--- config.mk ---
export PLATFORM = sky130hd
export DESIGN_NAME = and_bist
export DESIGN_NICKNAME = d
export VERILOG_FILES = /design/src/rtl/and_bist.sv
export SDC_FILE = /design/constraint.sdc
export NUM_CORES = 1
export LEC_CHECK = 0
export CORE_AREA = 2 2 60 62
export CTS_CLUSTER_SIZE = 14
export DETAILED_ROUTE_END_ITERATION = 16
export DIE_AREA = 0 0 62 64
export GPL_TIMING_DRIVEN = 1
export PLACE_DENSITY_LB_ADDON = 0.2
export SYNTH_ARGS = -nofsm -noshare
export SYNTH_HDL_FRONTEND = slang
export SYNTH_SLANG_ARGS = --single-unit
--- constraint.sdc ---
create_clock -name clk -period 2.1 [get_ports clk]
set_input_delay 0.21 -clock clk [delete_from_list [all_inputs] [get_ports clk]]
set_output_delay 0.21 -clock clk [all_outputs]
set_load 0.02 [all_outputs]
--- src/rtl/and_bist.sv ---
// Exhaustive self-test engine for a REG_WIDTH-bit bitwise AND: sweeps every {a,b}, checks y == a&b.
// Latency: each vector held DUT_LATENCY+1 cycles; full sweep is 2^(2*REG_WIDTH)*(DUT_LATENCY+1) cycles.
// Backpressure: none; start is ignored while busy, results held in DONE until the next start or reset.
module and_bist #(
    parameter int REG_WIDTH   = 3,
    parameter int DUT_LATENCY = 0
) (
    input  logic                   clk,
    input  logic                   rst_n,
    input  logic                   start,
    output logic [REG_WIDTH-1:0]   dut_a,
    output logic [REG_WIDTH-1:0]   dut_b,
    input  logic [REG_WIDTH-1:0]   dut_y,
    output logic                   busy,
    output logic                   done,
    output logic                   pass,
    output logic [2*REG_WIDTH:0]   err_count,
    output logic [REG_WIDTH-1:0]   first_fail_a,
    output logic [REG_WIDTH-1:0]   first_fail_b
);

    localparam int CW = 2 * REG_WIDTH;
    localparam int WW = (DUT_LATENCY > 0) ? $clog2(DUT_LATENCY + 1) : 1;
    localparam logic [WW-1:0] WAIT_LAST = WW'(DUT_LATENCY);

    typedef enum logic [1:0] {
        S_IDLE  = 2'd0,
        S_APPLY = 2'd1,
        S_DONE  = 2'd2
    } state_t;

    state_t               state_q;
    logic [CW-1:0]        cnt_q;
    logic [WW-1:0]        wait_q;
    logic [CW:0]          err_q;
    logic [REG_WIDTH-1:0] ffa_q;
    logic [REG_WIDTH-1:0] ffb_q;
    logic                 busy_q;
    logic                 done_q;

    logic [REG_WIDTH-1:0] exp_y;
    logic                 y_ok;
    logic                 last_wait;
    logic                 cnt_full;

    // Operands come straight from the sweep counter, b in the low half so it varies fastest
    assign dut_a = cnt_q[CW-1:REG_WIDTH];
    assign dut_b = cnt_q[REG_WIDTH-1:0];

    // Compare terms for the current vector
    always_comb begin
        exp_y     = dut_a & dut_b;
        // An X/Z bit makes y_ok unknown, which lands in the mismatch branch below
        y_ok      = ((dut_y ^ exp_y) == '0);
        last_wait = (wait_q == WAIT_LAST);
        cnt_full  = &cnt_q;
    end

    // Sweep controller: IDLE/DONE wait for start, APPLY holds each vector then compares
    always_ff @(posedge clk or negedge rst_n) begin
        if (!rst_n) begin
            state_q <= S_IDLE;
            cnt_q   <= '0;
            wait_q  <= '0;
            err_q   <= '0;
            ffa_q   <= '0;
            ffb_q   <= '0;
            busy_q  <= 1'b0;
            done_q  <= 1'b0;
        end else begin
            case (state_q)
                S_IDLE, S_DONE: begin
                    if (start) begin
                        state_q <= S_APPLY;
                        cnt_q   <= '0;
                        wait_q  <= '0;
                        err_q   <= '0;
                        ffa_q   <= '0;
                        ffb_q   <= '0;
                        busy_q  <= 1'b1;
                        done_q  <= 1'b0;
                    end
                end
                S_APPLY: begin
                    if (!last_wait) begin
                        wait_q <= wait_q + 1'b1;
                    end else begin
                        wait_q <= '0;
                        if (y_ok) begin
                            err_q <= err_q;
                        end else begin
                            err_q <= err_q + 1'b1;
                            // Capture only the first failing vector of the sweep
                            if (err_q == '0) begin
                                ffa_q <= dut_a;
                                ffb_q <= dut_b;
                            end
                        end
                        if (cnt_full) begin
                            state_q <= S_DONE;
                            busy_q  <= 1'b0;
                            done_q  <= 1'b1;
                        end else begin
                            cnt_q <= cnt_q + 1'b1;
                        end
                    end
                end
                default: begin
                    state_q <= S_IDLE;
                    busy_q  <= 1'b0;
                    done_q  <= 1'b0;
                end
            endcase
        end
    end

    assign busy         = busy_q;
    assign done         = done_q;
    assign err_count    = err_q;
    assign first_fail_a = ffa_q;
    assign first_fail_b = ffb_q;
    assign pass         = done_q && (err_q == '0);

endmodule

=== Word level (Yosys, flattened, before mapping) ===
Cells that the tools add are included.

* Register bits after elaboration: 24

* Add/sub/neg operators: 3
* Equal/unequal tests: 8
* Mux-type cells: 31
* Bitwise gates (word level): 2
* Reductions and logical operators: 12

{| class="wikitable"
|+ Operators by type and width
! operator !! number
|-
| 3-bit 2-to-1 mux || 7
|-
| 7-bit 2-to-1 mux || 3
|-
| 6-bit 2-to-1 mux || 3
|-
| 7-bit case mux with 2 select lines || 1
|-
| 2-bit inequality test, second input constant || 6
|-
| 3-bit case mux with 2 select lines || 2
|-
| 6-bit case mux with 2 select lines || 1
|-
| 4-bit AND reduction || 2
|-
| 7-bit by 1-bit adder with 7-bit output, second input constant || 1
|-
| 7-bit zero test || 1
|-
| 1-bit 2-to-1 mux || 7
|-
| 6-bit by 1-bit adder with 6-bit output, second input constant || 1
|-
| 2-bit 2-to-1 mux || 3
|-
| 1-bit case mux with 2 select lines || 3
|-
| 6-bit AND reduction || 1
|-
| 5-bit AND reduction || 1
|-
| 2-bit case mux with 2 select lines || 1
|-
| 3-bit bitwise AND || 1
|-
| 3-bit zero test || 1
|-
| 3-bit AND reduction || 1
|-
| 3-bit bitwise XOR || 1
|-
| 2-bit by 1-bit == test with 1-bit output, second input constant || 1
|-
| 2-bit == test, second input constant || 1
|-
| 2-bit zero test || 1
|-
| 5 further kinds || 5
|}

=== Logic depth before layout (Yosys ltp) ===
Gate-level depths: netlist of run 1.

* Word-level depth: 6
* Depth in mapped cells: 6
* Depth with buffers taken out: 6

=== Least setup slack after synthesis of run 1 ===
Ideal clock, no wire load.

* Path type: register to output
* From: reg err_q[0], in the netlist err_count[0]
* To: out pass
* Arrival: 1564 ps
* Data required time: 1890 ps
* Path slack: 326 ps
* Stages on the path, launching flop included: 6
* Buffers on the path: 0
* Cell sequence: dfrtp_1 inv_1 ha_1 or4b_4 nor3_4 and2_1

* Longest elaborated chain between the ends: 2

{| class="wikitable"
|+ RTL lines
! element !! line !! RTL
|-
| start, declared || 35 || <nowiki>logic [CW:0] err_q;</nowiki>
|-
| start signal, assigned || 90 || <nowiki>err_q <= err_q;</nowiki>
|-
| start signal, assigned || 92 || <nowiki>err_q <= err_q + 1'b1;</nowiki>
|-
| 7-bit zero test || 122 || <nowiki>assign pass = done_q && (err_q == '0);</nowiki>
|-
| 1-bit logical AND || 122 ||
|-
| end, declared || 16 || <nowiki>output logic pass,</nowiki>
|}

Every way passes these cells.

=== Worst setup path after layout of run 1 ===
* From: reg err_q[1], in the netlist err_count[1]
* To: out pass

The elaborated chain is that of the path after synthesis.

==> metrics.md, run 1 <==
| Metric | Value |
|---|---|
| Final Setup Violations | `0` |
| RSZ-0062 raised after global routing | `false` |
| Clock root buffer | `clkbuf_4` |
| Required @ worst endpoint | `1.89 ns` |
| Total gr overflow | `0` |
| Startpoint class of the critical path | `register` |
| Vias/cell | `around 5.2` |
| Worst path arrival time | `1.78 ns` |
| First-pass GRT wire length | `5.21 mm` |
| Synth Flop Type | `dfrtp_1` |
| # IOs | `28` |
| Seq/Total Area, Yosys | `0.433` |
| Area growth from synthesis to layout | `30.5%` |
| Worst-path maximum fanout | `2` |
| Cell with the most instances after synthesis | `dfrtp_1` |
| Max-cap violations | `0` |
| Clock buffer depth | `2` |
| Pre-Repair DR Iteration Count | `4` |
| Tmin final | `1.99 ns` |
| Vias in the first global route | `1105` |
| Register clock-pin slew on the reported worst setup and hold paths | `around 0.12 ns` |
| N_diodes | `0` |
| Final Cell Area | `1660 um^2` |
| Share of layout cells above drive strength 1 | `0.139` |
| Slew of the pin with the lowest slew margin | `0.603 ns` |
| Initial DRC count | `43` |
| Synth warn | `0` |
| Worst r2r src | `cnt_q[0]$_DFFE_PN0P_` |
| Switch Pwr | `0.862 mW` |
| Slew Limit Fails | `0` |
| Top area cells in the synthesized netlist | `dfrtp_1 43%, mux2i_1 7.9%, nand2_1 5.6%` |
| Hold WC Path Type | `in -> async` |
| Final Power | `~2.1 mW` |
| Die height | `64 um` |
| Power per Cell Area | `1250 nW/um^2` |
| Cell taking the most area after synthesis | `dfrtp_1` |
| Via count | `1097` |
| Initial antenna violation count | `0` |
| Number of synthesized register bits | `22` |
| Reg power frac | `0.362` |
| LEAKAGE | `0.756 nW` |
| DIE AREA | `3970 um^2` |
| Slew headroom | `0.596` |
| # nets final | `between 150 and 200` |
| Post-synth top cells | `22 x dfrtp_1, 19 x nand2_1, 10 x mux2i_1` |
| CP Capture Type | `output pin` |
| Post-DP HPWL | `2.11 mm` |
| Aggregate global-route resource usage | `0.173` |
| P_int | `1.21 mW` |
| Placer Congestion | `0.814` |
| Final wirelength | `2.87 mm` |
| Clock Skews | `approximately 0.0018 ns` |
| Sw Ratio | `0.416` |
| Comb pwr share | `0.523` |
| Number of flops mapped to enable cells by yosys | `0` |
| Critical path class | `reg -> out` |
| Hold buffers post-CTS | `0` |
| Clk pwr share | `0.115` |
| Area after DPL | `about 1600 um^2` |
| Synth cell types | `37` |
| Core area | `3280 um^2` |
| Max VDD drop | `0.000415 V` |
| Wire length per cell | `13.6 um` |
| Worst-skew pair later-pin latency | `0.31 ns` |
| # rows | `21` |
| Fin. Hold Viols | `0` |
| DR DRC count | `0` |
| Starting density of the core | `0.387` |
| Async SR Flop Fraction | `1.00` |
| Status | `finished, final reports clean` |
| Utilization after layout | `0.506` |
| Largest net degree at the start of global routing | `23` |
| Num CTS Buffers | `3` |
| Final Cycle Share | `0.947` |
| DIE WIDTH | `between 60 and 70 um` |
| Clock Sinks | `22` |
| I/O Buffers | `27` |
| Gate Count Post-Synth | `130` |
| Post-Syn Area per Cell | `between 9 and 10 um^2` |
| Synth top area share | `0.433` |
| ANT nets after route | `0` |
| Mapped Nets | `139` |
| CTS tree | `done` |
| Post-synthesis cell area | `approximately 1300 um^2` |
| Fmax | `503 MHz` |
| Setup bufs post-CTS | `0` |
| Critical path origin | `err_count[1]$_DFFE_PN0P_` |
| H-tree depth | `1` |
## power groups by stage
stage	logic [mW]	clock network (mW)	registers [mW]
2_1_floorplan	0.421	0	0.922
3_3_place_gp	1.07	0	0.743
3_5_place_dp	1.09	0	0.756
4_1_cts	1.10	0.245	0.747
5_1_grt	1.22	0.261	0.778
6_report	1.08	0.237	0.751
## worst paths after layout
path                                               endpoint  slack (ns)  depth (start not counted)
worst min register to register  first_fail_b[0]$_DFFE_PN0P_        0.54                          2
worst min-delay path               err_count[4]$_DFFE_PN0P_        0.24                          2
worst max register to register         cnt_q[3]$_DFFE_PN0P_        0.23                          5
max in group asynchronous          err_count[0]$_DFFE_PN0P_        1.64                          2
min in group clk                first_fail_b[0]$_DFFE_PN0P_        0.54                          2
worst max-delay path                                   pass        0.11                          6
## what timing repair did
item | CTS | global route
gates cloned | 0 | 0
pin swaps | 0 | 0
endpoints found under the setup margin | 1 | 1
resized for setup | 4 | 2
## logic make-up after synthesis
kind of cell    after synthesis  share of synthesized area
compound gates               27                      0.149
mux                          11                     0.0875
simple gates                 52                      0.223
buf+inv                      14                     0.0560
flops                        22                      0.433
xor+xnor                      1                     0.0216
fa+ha+maj                     3                     0.0295
## through the flow
step / hold slack [ns] / cells / setup WS (ns) / setup TNS (ns)
floorplan: -0.0856 / 130 / 0.326 / 0
global placement: 0.511 / 207 / -0.00422 / -0.00422
detailed placement: 0.525 / 207 / -0.0133 / -0.0133
CTS: 0.244 / 211 / 0.0709 / 0
global route: 0.256 / 211 / 0.0174 / 0
finish: 0.236 / 211 / 0.111 / 0
## metal layers
| layer | GRT usage | up-vias | share of wire |
|---|---|---|---|
| met2 | 0.259 | 28 | 0.47 |
| met5 | 0 | - | 0 |
| met4 | 0.0479 | 0 | 0.013 |
| met3 | 0.0304 | 4 | 0.043 |
| li1 | - | 533 | - |
| met1 | 0.253 | 532 | 0.48 |
## worst max-delay path, cell delays in order (launching register included)
cell and delay (ns):
dfrtp_1 0.41, inv_2 0.06, ha_1 0.13, or4b_4 0.47, nor3_4 0.13, and2_1 0.14
buf_4 0.13
## layout by cell type (no fill, tap or decap), types with 4 or more instances in the layout
| master | count |
|---|---|
| o21ai_1 | 6 |
| o21ai_0 | 5 |
| nand2b_1 | 4 |
| clkdlybuf4s50_1 | 26 |
| dfrtp_1 | 22 |
| inv_1 | 8 |
| nor3_1 | 4 |
| nand3_1 | 7 |
| a21oi_1 | 4 |
| mux2i_1 | 10 |
| buf_4 | 9 |
| nand2_1 | 19 |
## final cells by class
class,instances,area [um^2]
fillers,315,1620
multi-input cells,94,651
flip-flops and latches,22,551
repair buffers,35,328
well taps,46,57.6
inverters,10,37.5
clock buffers,4,36.3
## registers in the layout (all words and copies together) (netlist names)
register      count
err_count         7
cnt_q             6
first_fail_a      3
first_fail_b      3
busy              1
done              1
state_q           1
Power figures use the tool's default switching activity.
==> run 2: changes to the inputs <==
CORE_AREA = 2 2 54 56   (was 2 2 60 62)
DIE_AREA = 0 0 56 58   (was 0 0 62 64)
==> run 2 against run 1 <==
Combinational power is essentially flat. Critical path depth unchanged. Global-route usage grew 1.4 points. Routed wire length down 3.0%. Die area is 18% lower. Clock power is 3% lower. Worst setup slack worse by 0.013 ns. Via count fell by 0.91%. Hold slack better by 0.0026 ns. Sequential power shrank 0.7%. Highest routed layer unchanged. Non-clock buffer count down 1. Clock-buffer cell count did not move.
==> metrics.md, run 2 (same netlist as run 1, synthesis figures left out) <==
| Metric | Value |
|---|---|
| Status | `finished, final reports clean` |
| Worst slack, placed | `-0.00554 ns` |
| Hold buffers post-CTS | `0` |
| Wire length per cell | `14.3 um` |
| Die height | `58 um` |
| Hold WC Path Type | `in -> async` |
| Max VDD drop | `0.000916 V` |
| RSZ-0062 raised after global routing | `false` |
| Clock root buffer | `clkbuf_4` |
| # rows | `19` |
| Reg power frac | `0.364` |
| Aggregate global-route resource usage | `0.188` |
| Startpoint class of the critical path | `register` |
| Utilization after layout | `0.614` |
| Starting density of the core | `0.478` |
| Final Cycle Share | `0.953` |
| Register clock-pin slew on the reported worst setup and hold paths | `0.12 ns` |
| Pre-Repair DR Iteration Count | `4` |
| Vias in the first global route | `1069` |
| Post-placement cell count | `191` |
| LEAKAGE | `~0.75 nW` |
| Clk pwr share | `0.113` |
| Commonest non-fill, non-tap cell in the layout | `clkdlybuf4s50_1` |
| Worst path arrival time | `around 1.8 ns` |
| CP Capture Type | `output pin` |
| Power per Cell Area | `1250 nW/um^2` |
| Via count | `around 1100` |
| ANT nets after route | `0` |
| Placer Congestion | `0.826` |
| Slew Limit Fails | `0` |
| First-pass GRT wire length | `4.88 mm` |
| Area growth from synthesis to layout | `28.4%` |
| # nets final | `174` |
| DIE AREA | `roughly 3200 um^2` |
| Tmin final | `approximately 2 ns` |
| Max reg flops | `7` |
| Slew of the pin with the lowest slew margin | `~0.63 ns` |
| DR DRC count | `0` |
| Vias/cell | `5.57` |
| # IOs | `28` |
| Worst-skew pair later-pin latency | `a little over 0.3 ns` |
| Worst hold margin | `0.239 ns` |
| Fin. Hold Viols | `0` |
| Clock Skews | `0.00616 ns` |
| Initial DRC count | `24` |
| Final Setup Violations | `0` |
| Switch Pwr | `0.851 mW` |
| Largest net degree at the start of global routing | `23` |
| Comb pwr share | `0.523` |
| Critical path class | `reg -> out` |
| Fmax | `500 MHz` |
| Core area | `about 2700 um^2` |
| I/O Buffers | `27` |
| Most frequent cells in the layout | `26 x clkdlybuf4s50_1, 22 x dfrtp_1, 19 x nand2_1` |
| Sw Ratio | `0.415` |
| Initial antenna violation count | `0` |
| CTS tree | `done` |
| Final wirelength | `2.78 mm` |
| Total gr overflow | `0` |
| N_diodes | `0` |
| Num CTS Buffers | `3` |
| P_int | `1.20 mW` |
| Worst-path maximum fanout | `2` |
| DIE WIDTH | `56 um` |
| H-tree depth | `1` |
| Final worst slack | `0.0988 ns` |
| Share of layout cells above drive strength 1 | `0.134` |
| Non-filler cells in the finished layout | `slightly below 200` |
| Clock Sinks | `22` |
| Max-cap violations | `0` |
| Slew headroom | `0.579` |
| Required @ worst endpoint | `1.89 ns` |
| Setup bufs post-CTS | `0` |
| Post-DP HPWL | `2.01 mm` |
| Clock buffer depth | `2` |
[run 2: repair_timing]
item,4_1_cts,5_1_grt
gates resized for setup,4,2
setup endpoints to repair,1,1
gates cloned,0,0
[run 2: cell type report]
| type | count | area (um^2) |
|---|---|---|
| Clock buffer | 4 | 36.3 |
| Fill cell | 252 | 1030 |
| Inverter | 10 | 37.5 |
| Multi-Input combinational cell | 94 | 651 |
| Sequential cell | 22 | 551 |
| Tap cell | 31 | 38.8 |
| Timing Repair Buffer | 34 | 320 |
[run 2: layer usage]
layer | wire [um] | vias to the layer above | global-route usage
met2 | 1330 | 24 | 0.292
met5 | 0 | - | 0
met3 | 117 | 2 | 0.0268
li1 | - | 528 | -
met4 | 13 | 0 | 0.0544
met1 | 1320 | 533 | 0.274
[run 2: through the flow]
step	instance area (um^2)	total power, mW	setup TNS (ns)
CTS	1630	2.06	0
global placement	1600	1.79	0
global route	1630	2.19	0
floorplan	1270	1.34	0
detailed placement	1600	1.82	-0.00554
finish	1630	2.05	0
[run 2: worst max-delay path: stages, from the launching register on]
cell	delay, ns
dfrtp_1	0.39
inv_1	0.07
ha_1	0.15
or4b_4	0.48
nor3_4	0.13
and2_1	0.14
buf_4	0.13
[run 2: power by group through the flow]
stage / sequential [mW] / combinational [mW] / clock, mW
finish: 0.746 / 1.07 / 0.231
global route: 0.771 / 1.17 / 0.252
CTS: 0.742 / 1.08 / 0.236
detailed placement: 0.750 / 1.07 / 0
global placement: 0.741 / 1.05 / 0
floorplan: 0.922 / 0.421 / 0
[run 2: path summary, 6_finish.rpt]
check	slack, ns	cells after the start	endpoint	start
max	0.1	6	pass	err_count[0]$_DFFE_PN0P_
min	0.24	2	done$_DFFE_PN0P_	rst_n
max reg2reg	0.23	5	cnt_q[5]$_DFFE_PN0P_	cnt_q[0]$_DFFE_PN0P_
min reg2reg	0.53	2	first_fail_b[1]$_DFFE_PN0P_	first_fail_b[1]$_DFFE_PN0P_
max in group asynchronous	1.63	2	err_count[1]$_DFFE_PN0P_	rst_n
min in group clk	0.53	2	first_fail_b[1]$_DFFE_PN0P_	first_fail_b[1]$_DFFE_PN0P_
